## src/rtl/alarm_minigame_gen.sv

```systemverilog
// Alarm mini-game controller for the alarm-clock mode path.
// Rings on an alarm match until the centre button is pressed, then plays a
// whack-a-mole round game on N_LED LEDs/switches until WIN_COUNT consecutive
// hits dismiss the alarm. All timing, edge detection and randomness are
// derived from the single 1 ms clock.
module alarm_minigame_gen #(
    parameter int N_LED     = 10,
    parameter int WIN_COUNT = 3,
    parameter int ROUND_MS  = 2000,
    parameter int STEP_MS   = 250,
    parameter int MIN_MS    = 750,
    parameter int BLINK_MS  = 500,
    parameter int CNT_W     = 4
) (
    input  logic             CLOCK_1ms,
    input  logic             RESET,
    input  logic             ENABLE,
    input  logic [11:0]      current_time,
    input  logic [11:0]      alarm_time,
    input  logic [N_LED-1:0] spdt,
    input  logic             push_button_center,
    output logic [1:0]       minigame_activated,
    output logic [N_LED-1:0] LED,
    output logic [CNT_W-1:0] count,
    output logic             blink,
    output logic             done
);

    localparam logic [1:0] ST_IDLE = 2'b00;
    localparam logic [1:0] ST_RING = 2'b01;
    localparam logic [1:0] ST_GAME = 2'b10;

    // Wide enough that count*STEP_MS + MIN_MS can never wrap.
    localparam int PW = CNT_W + 17;

    localparam logic [15:0]      BLINK_LAST = 16'(BLINK_MS - 1);
    localparam logic [CNT_W-1:0] WIN_VAL    = CNT_W'(WIN_COUNT);
    localparam logic [7:0]       LED_LAST   = 8'(N_LED - 1);

    // Registered state
    logic [1:0]       state_reg, state_next;
    logic [N_LED-1:0] led_reg, led_next;
    logic [CNT_W-1:0] count_reg, count_next;
    logic             blink_reg, blink_next;
    logic             done_reg, done_next;
    logic [15:0]      timer_reg, timer_next;
    logic             rearm_reg, rearm_next;
    logic [7:0]       last_idx_reg, last_idx_next;
    logic             last_valid_reg, last_valid_next;
    logic [15:0]      lfsr_reg;

    // Input conditioning registers
    logic             enable_d_reg;
    logic             btn_s1_reg, btn_s2_reg, btn_prev_reg;
    logic [N_LED-1:0] spdt_r_reg, spdt_rr_reg;

    // Derived combinational signals
    logic             enable_rise;
    logic             btn_rise;
    logic [N_LED-1:0] sw_rise;
    logic [4:0]       sw_cnt;
    logic             time_match;
    logic             lfsr_fb;
    logic [7:0]       idx_raw, idx_inc, idx_sel;
    logic [N_LED-1:0] led_onehot;
    logic [PW-1:0]    step_total;
    logic [15:0]      period;
    logic             expire;

    assign enable_rise = ENABLE & ~enable_d_reg;
    assign btn_rise    = btn_s2_reg & ~btn_prev_reg;
    assign sw_rise     = spdt_r_reg & ~spdt_rr_reg;
    assign time_match  = (current_time == alarm_time);

    // Fibonacci taps 16,14,13,11
    assign lfsr_fb = lfsr_reg[15] ^ lfsr_reg[13] ^ lfsr_reg[12] ^ lfsr_reg[10];

    // Pick a target index, stepping past the previously lit one so the
    // same LED never lights twice in a row.
    assign idx_raw = lfsr_reg[7:0] % 8'(N_LED);
    assign idx_inc = (idx_raw == LED_LAST) ? 8'd0 : idx_raw + 8'd1;
    assign idx_sel = (last_valid_reg && (idx_raw == last_idx_reg)) ? idx_inc : idx_raw;

    // One-hot decode of the chosen index
    generate
        for (genvar gi = 0; gi < N_LED; gi++) begin : g_onehot
            assign led_onehot[gi] = (idx_sel == 8'(gi));
        end
    endgenerate

    // Number of switches that rose this cycle
    always_comb begin
        sw_cnt = 5'd0;
        for (int i = 0; i < N_LED; i++) begin
            sw_cnt = sw_cnt + 5'(sw_rise[i]);
        end
    end

    // Round period shrinks with the current streak, clamped at MIN_MS
    always_comb begin
        step_total = PW'(count_reg) * PW'(STEP_MS);
        if ((step_total + PW'(MIN_MS)) >= PW'(ROUND_MS)) begin
            period = 16'(MIN_MS);
        end else begin
            period = 16'(PW'(ROUND_MS) - step_total);
        end
    end

    // >= rather than == so a period that shrinks mid-round still expires
    assign expire = (timer_reg >= (period - 16'd1));

    // Next-state logic for the idle / ring / game controller
    always_comb begin
        state_next      = state_reg;
        led_next        = led_reg;
        count_next      = count_reg;
        blink_next      = blink_reg;
        done_next       = 1'b0;
        timer_next      = timer_reg;
        last_idx_next   = last_idx_reg;
        last_valid_next = last_valid_reg;
        // The rearm block only clears once the minute has moved on
        rearm_next      = time_match ? rearm_reg : 1'b0;

        if (enable_rise) begin
            state_next      = ST_IDLE;
            led_next        = '0;
            count_next      = '0;
            blink_next      = 1'b0;
            timer_next      = 16'd0;
            rearm_next      = 1'b0;
            last_idx_next   = 8'd0;
            last_valid_next = 1'b0;
        end else if (ENABLE) begin
            case (state_reg)
                ST_IDLE: begin
                    led_next   = '0;
                    blink_next = 1'b0;
                    if (time_match && !rearm_reg) begin
                        state_next = ST_RING;
                        timer_next = 16'd0;
                    end
                end
                ST_RING: begin
                    if (btn_rise) begin
                        state_next = ST_GAME;
                        blink_next = 1'b0;
                        count_next = '0;
                        led_next   = '0;
                        timer_next = 16'd0;
                    end else if (timer_reg >= BLINK_LAST) begin
                        timer_next = 16'd0;
                        blink_next = ~blink_reg;
                    end else begin
                        timer_next = timer_reg + 16'd1;
                    end
                end
                ST_GAME: begin
                    if (count_reg == WIN_VAL) begin
                        state_next = ST_IDLE;
                        led_next   = '0;
                        count_next = '0;
                        done_next  = 1'b1;
                        rearm_next = 1'b1;
                        timer_next = 16'd0;
                    end else if (expire) begin
                        // Expiry beats any switch edge in the same cycle
                        timer_next      = 16'd0;
                        if (led_reg != '0) begin
                            count_next = '0;
                        end
                        led_next        = led_onehot;
                        last_idx_next   = idx_sel;
                        last_valid_next = 1'b1;
                    end else begin
                        timer_next = timer_reg + 16'd1;
                        if (sw_cnt > 5'd1) begin
                            count_next = '0;
                            led_next   = '0;
                        end else if ((sw_cnt == 5'd1) && (led_reg != '0)) begin
                            if ((sw_rise == led_reg) && (count_reg != WIN_VAL)) begin
                                count_next = count_reg + 1'b1;
                            end else begin
                                count_next = '0;
                            end
                            led_next = '0;
                        end
                    end
                end
                default: begin
                    state_next = ST_IDLE;
                    led_next   = '0;
                    count_next = '0;
                    blink_next = 1'b0;
                    timer_next = 16'd0;
                end
            endcase
        end
    end

    // Controller state registers
    always_ff @(posedge CLOCK_1ms) begin
        if (RESET) begin
            state_reg      <= ST_IDLE;
            led_reg        <= '0;
            count_reg      <= '0;
            blink_reg      <= 1'b0;
            done_reg       <= 1'b0;
            timer_reg      <= 16'd0;
            rearm_reg      <= 1'b0;
            last_idx_reg   <= 8'd0;
            last_valid_reg <= 1'b0;
        end else begin
            state_reg      <= state_next;
            led_reg        <= led_next;
            count_reg      <= count_next;
            blink_reg      <= blink_next;
            done_reg       <= done_next;
            timer_reg      <= timer_next;
            rearm_reg      <= rearm_next;
            last_idx_reg   <= last_idx_next;
            last_valid_reg <= last_valid_next;
        end
    end

    // LFSR free-runs regardless of ENABLE; only RESET reseeds it
    always_ff @(posedge CLOCK_1ms) begin
        if (RESET) begin
            lfsr_reg <= 16'h0001;
        end else begin
            lfsr_reg <= {lfsr_reg[14:0], lfsr_fb};
        end
    end

    // ENABLE edge register
    always_ff @(posedge CLOCK_1ms) begin
        if (RESET) begin
            enable_d_reg <= 1'b0;
        end else begin
            enable_d_reg <= ENABLE;
        end
    end

    // Button synchroniser/edge detector and switch edge registers
    always_ff @(posedge CLOCK_1ms) begin
        if (RESET || enable_rise) begin
            btn_s1_reg   <= 1'b0;
            btn_s2_reg   <= 1'b0;
            btn_prev_reg <= 1'b0;
            spdt_r_reg   <= '0;
            spdt_rr_reg  <= '0;
        end else begin
            btn_s1_reg   <= push_button_center;
            btn_s2_reg   <= btn_s1_reg;
            btn_prev_reg <= btn_s2_reg;
            spdt_r_reg   <= spdt;
            spdt_rr_reg  <= spdt_r_reg;
        end
    end

    assign minigame_activated = state_reg;
    assign LED                = led_reg;
    assign count              = count_reg;
    assign blink              = blink_reg;
    assign done               = done_reg;

endmodule

```

## config.mk

```make
export PLATFORM = sky130hd
export DESIGN_NAME = alarm_minigame_gen
export DESIGN_NICKNAME = d
export VERILOG_FILES = /design/src/rtl/alarm_minigame_gen.sv
export SDC_FILE = /design/constraint.sdc
export NUM_CORES = 1
export LEC_CHECK = 0
export BUFFER_PORTS_ARGS = -buffer_cell sky130_fd_sc_hd__buf_2
export CAP_MARGIN = 20
export CORE_ASPECT_RATIO = 1.75
export CORE_UTILIZATION = 45
export DETAILED_ROUTE_END_ITERATION = 16
export GPL_ROUTABILITY_DRIVEN = 0
export GPL_TIMING_DRIVEN = 1
export PLACE_DENSITY = 0.66
export RECOVER_POWER = 50
export SLEW_MARGIN = 20
export SYNTH_ARGS = -nofsm -noshare
export SYNTH_HDL_FRONTEND = slang
export SYNTH_SLANG_ARGS = --single-unit
```

## constraint.sdc

```tcl
create_clock -name CLOCK_1ms -period 6.8 [get_ports CLOCK_1ms]
set_input_delay 1.36 -clock CLOCK_1ms [delete_from_list [all_inputs] [get_ports CLOCK_1ms]]
set_output_delay 1.36 -clock CLOCK_1ms [all_outputs]
set_load 0.01 [all_outputs]
```

==> metrics.csv <==
stage;metric;value;unit
sta;count of final setup violators;0;
final_layout;area grow syn2layout;13.7;%
die;Rows;54;
detailed_routing;DRC violations left;0;
sta;period utilization;93.3;%
detailed_routing;drt initial violations;158;
die;initial core utilization;46.6;%
grt;pin count of the biggest net entering global routing;30;
setup_path;FF-to-FF Start;count[1]$_SDFFE_PP0P_;
sta;clk_skew;0.00809;ns
final_layout;Cell Count, Final, Fillers Out;910;
place;port buffer count;55;
yosys;Post-synth EDFFs;0;
setup_path;Worst EP required;7.08;ns
sta;Final Hold Violating Endpoints;0;
detailed_routing;via total after detailed routing;5172;
pwr;Sw Share;25.2;%
detailed_routing;average via count per standard cell;5.68;
yosys;Main synth FF type;dfxtp_1;
die;I/O Pins;56;
run_status;status;complete, no violations;
yosys;post-synthesis sequential area ratio;28.7;%
hold_path;hold path startpoint;btn_s1_reg$_SDFF_PP0_;
final_layout;# diodes;0;
sta;maximum clock rate;158;MHz
detailed_routing;Post-DRT Antenna Nets;0;
sta;relative slew slack;32.2;%
setup_path;reg-to-reg critical path endpoint;LED[8]$_SDFFE_PP0P_;
setup_path;Critical Path End Type;register;
final_layout;final non-filler cell area;0.00667;sq mm
setup_path;Crit path arrival time;6.62;ns
yosys;Mapped Cells;682;
clock_network;maximum buffer depth of the clock tree;2;
setup_path;R2R Setup Slk;0.45;ns
hold_path;worst min-delay path class;reg -> reg;
sta;Tmin final;6.35;ns
setup_path;Critical-path top delay cell;fa_1;
clock_network;H-tree depth;3;
hold_path;worst hold path endpoint;btn_s2_reg$_SDFF_PP0_;
detailed_routing;First-pass DRT Iterations;5;
final_layout;final-stage net count;828;
detailed_routing;DRT Wirelength;14.1;mm
setup_path;Top delay family on crit path;simple AND/OR/NAND/NOR gates;
clock_network;clk root buf;clkbuf_16;
sta;final worst slack;0.455;ns
sta;Slew Limit Fails;0;
setup_path;cell count along the critical path;30;
yosys;Post-Syn Nets;773;
setup_path;CP Launch Type;register;
final_layout;final core utilization;53.0;%
clock_network;worst skew pair latency;0.34;ns
pwr;Gate power share;9.1;%
yosys;yosys warns;0;
place;post-placement cell area;0.00630;sq mm
place;dpl ws;0.144;ns
setup_path;Crit path largest cell delay;0.55;ns
yosys;synthesized area per cell;8.60;sq um
clock_network;Clock Sinks;84;
grt;gr ovfl total;0;
clock_network;CTS Buf Count;9;
pwr;internal power;0.000792;W
pwr;switching power total;0.000267;W
die;Die Ht;153;um
die;Die X;88.3;um
clock_network;Reg clk slew, reported paths;0.06;ns
pwr;fraction of power consumed by sequential logic;47.6;%
setup_path;Setup Crit Path Kind;reg -> reg;
die;DIE AREA;0.0135;sq mm
setup_path;Max FO, Critical Path;8;
place;post-DP HPWL;11.1;mm
grt;initial antenna violation count;0;
pwr;Clock Power Share;43.2;%
setup_path;Worst R2R Path Depth;30;
job;Max-Cap Viols;0;
setup_path;CP bufs+invs;3;
grt;total track usage;21.6;%
yosys;FFs w/ async S/R, synth;0;%
sta;worst slew pin tran;1.02;ns
grt;number of global-route vias before repair;5162;
final_layout;share of layout cells above drive strength 1;13.9;%
die;Core ar.;0.0126;sq mm
grt;first-pass GRT wire length;23.4;mm
pwr;Power Density;159;mW/mm^2
place;placed cells;891;
yosys;Synth cell types;79;
clock_network;TritonCTS clock tree;built;
pwr;Peak supply drop;0.152;mV
yosys;Mapped Area;0.00586;sq mm
yosys;Yosys reg bits;84;
detailed_routing;DR WL/cell;15.5;um
setup_path;CP dominant cell by count;ha_1;
pwr;leakage;2.72;nW
hold_path;Hold Crit Depth;1;
==> per-layer routing <==
layer / vias to the layer above / global-route usage [%] / part of all wire, %
li1: 2549 / - / -
met1: 2471 / 21.8 / 38
met2: 108 / 41.3 / 55
met3: 44 / 2.32 / 2.2
met4: 0 / 11.6 / 4.4
met5: - / 0 / 0
==> worst register-to-register path, delay by kind of cell, from the launching register on <==
| kind | cells | cell delay, ns |
|---|---|---|
| AND/OR/NAND/NOR | 11 | 2.18 |
| adder cells (fa/ha/maj) | 5 | 1.60 |
| AO/OA/AOI/OAI | 8 | 1.51 |
| flip-flops | 1 | 0.33 |
| buffers and inverters | 3 | 0.28 |
| XOR/XNOR | 2 | 0.27 |
| multiplexers | 1 | 0.13 |
==> power by group through the flow <==
stage / combinational (W) / clock [W] / sequential, W
3_3_place_gp: 0.0000936 / 0 / 0.000515
6_report: 0.0000964 / 0.000458 / 0.000505
2_1_floorplan: 0.0000701 / 0 / 0.000512
3_5_place_dp: 0.0000971 / 0 / 0.000516
5_1_grt: 0.000108 / 0.000488 / 0.000505
4_1_cts: 0.0000975 / 0.000467 / 0.000505
==> final cells by class <==
type | count | area, sq um
fill | 1205 | 5900
clock buffer | 9 | 225
clock inverter | 7 | 58.8
timing repair buffer | 67 | 348
inverter | 39 | 146
multi-input combinational | 536 | 4000
sequential | 84 | 1680
tap | 168 | 210
==> through the flow <==
| stage | setup TNS (ns) | total power [W] | hold WS [ns] |
|---|---|---|---|
| 2_1_floorplan | 0 | 0.000582 | 0.406 |
| 3_3_place_gp | 0 | 0.000609 | 0.413 |
| 3_5_place_dp | 0 | 0.000613 | 0.412 |
| 4_1_cts | 0 | 0.00107 | 0.426 |
| 5_1_grt | -0.127 | 0.00110 | 0.467 |
| 6_report | 0 | 0.00106 | 0.428 |
==> worst max-delay path by stage <==
stage	start	to
final	count[1]$_SDFFE_PP0P_	LED[8]$_SDFFE_PP0P_
after floorplan	count[2]$_SDFFE_PP0P_	LED[4]$_SDFFE_PP0P_
after global placement	count[1]$_SDFFE_PP0P_	count[1]$_SDFFE_PP0P_
after global routing	count[1]$_SDFFE_PP0P_	timer_reg[7]$_SDFFE_PP0P_
after CTS	count[1]$_SDFFE_PP0P_	timer_reg[7]$_SDFFE_PP0P_
after detailed placement	count[1]$_SDFFE_PP0P_	timer_reg[7]$_SDFFE_PP0P_
==> cell usage after synthesis (all sizes together), types with 3 or more instances <==
library cell / n / area share [%]
inv: 39 / 2.5
xor2: 24 / 3.6
o2111ai: 3 / 0.45
nand4: 6 / 0.64
nand3: 19 / 1.6
nor4: 13 / 1.9
dfxtp: 84 / 29
nor3: 20 / 1.7
ha: 40 / 8.5
a32o: 7 / 1.2
a21oi: 39 / 3.4
buf: 9 / 1.1
mux2i: 5 / 0.85
o31ai: 5 / 0.64
a31oi: 4 / 0.53
a211o: 4 / 0.60
a22o: 7 / 1.0
a211oi: 4 / 0.60
nor2: 50 / 3.2
nor3b: 11 / 1.4
o21bai: 3 / 0.38
xnor2: 29 / 4.6
nor2b: 23 / 2.5
nand3b: 4 / 0.51
and4: 4 / 0.60
nand2b: 13 / 1.4
clkbuf: 14 / 0.90
a221oi: 3 / 0.45
mux2: 3 / 0.70
a21o: 9 / 1.2
nand2: 37 / 2.4
fa: 13 / 4.4
and3: 15 / 1.6
o21ai: 35 / 3.0
o21a: 6 / 0.77
and2: 30 / 3.2
or3: 6 / 0.64
==> cell usage in the layout, fill, tap and decap left out, types with 12 or more instances in the layout <==
cell	instances
dfxtp_1	84
nor2_1	47
buf_2	44
inv_1	39
ha_1	39
a21oi_1	35
nand2_1	35
o21ai_0	31
xnor2_1	26
nor2b_1	23
xor2_1	23
and2_1	22
nor3_1	20
nand3_1	18
and3_1	15
nand2b_1	13
fa_1	12
clkbuf_1	12
==> cell families (layout without fill, tap and decap cells) <==
kind of cell,Yosys count,after routing,share of synthesized area (%)
flops,84,84,28.7
mux,8,8,1.56
buf+inv,62,122,4.48
compound gates,156,156,18.6
fa+ha+maj,53,53,13.0
xor+xnor,53,53,8.18
simple gates,266,266,25.5
==> timing repair <==
item | 4_1_cts | 5_1_grt
buffers inserted | 0 | 3
gates resized for setup | 0 | 21
hold buffers | 0 | 0
endpoints found under the setup margin | 0 | 33
(Power assumes the default switching activity.)
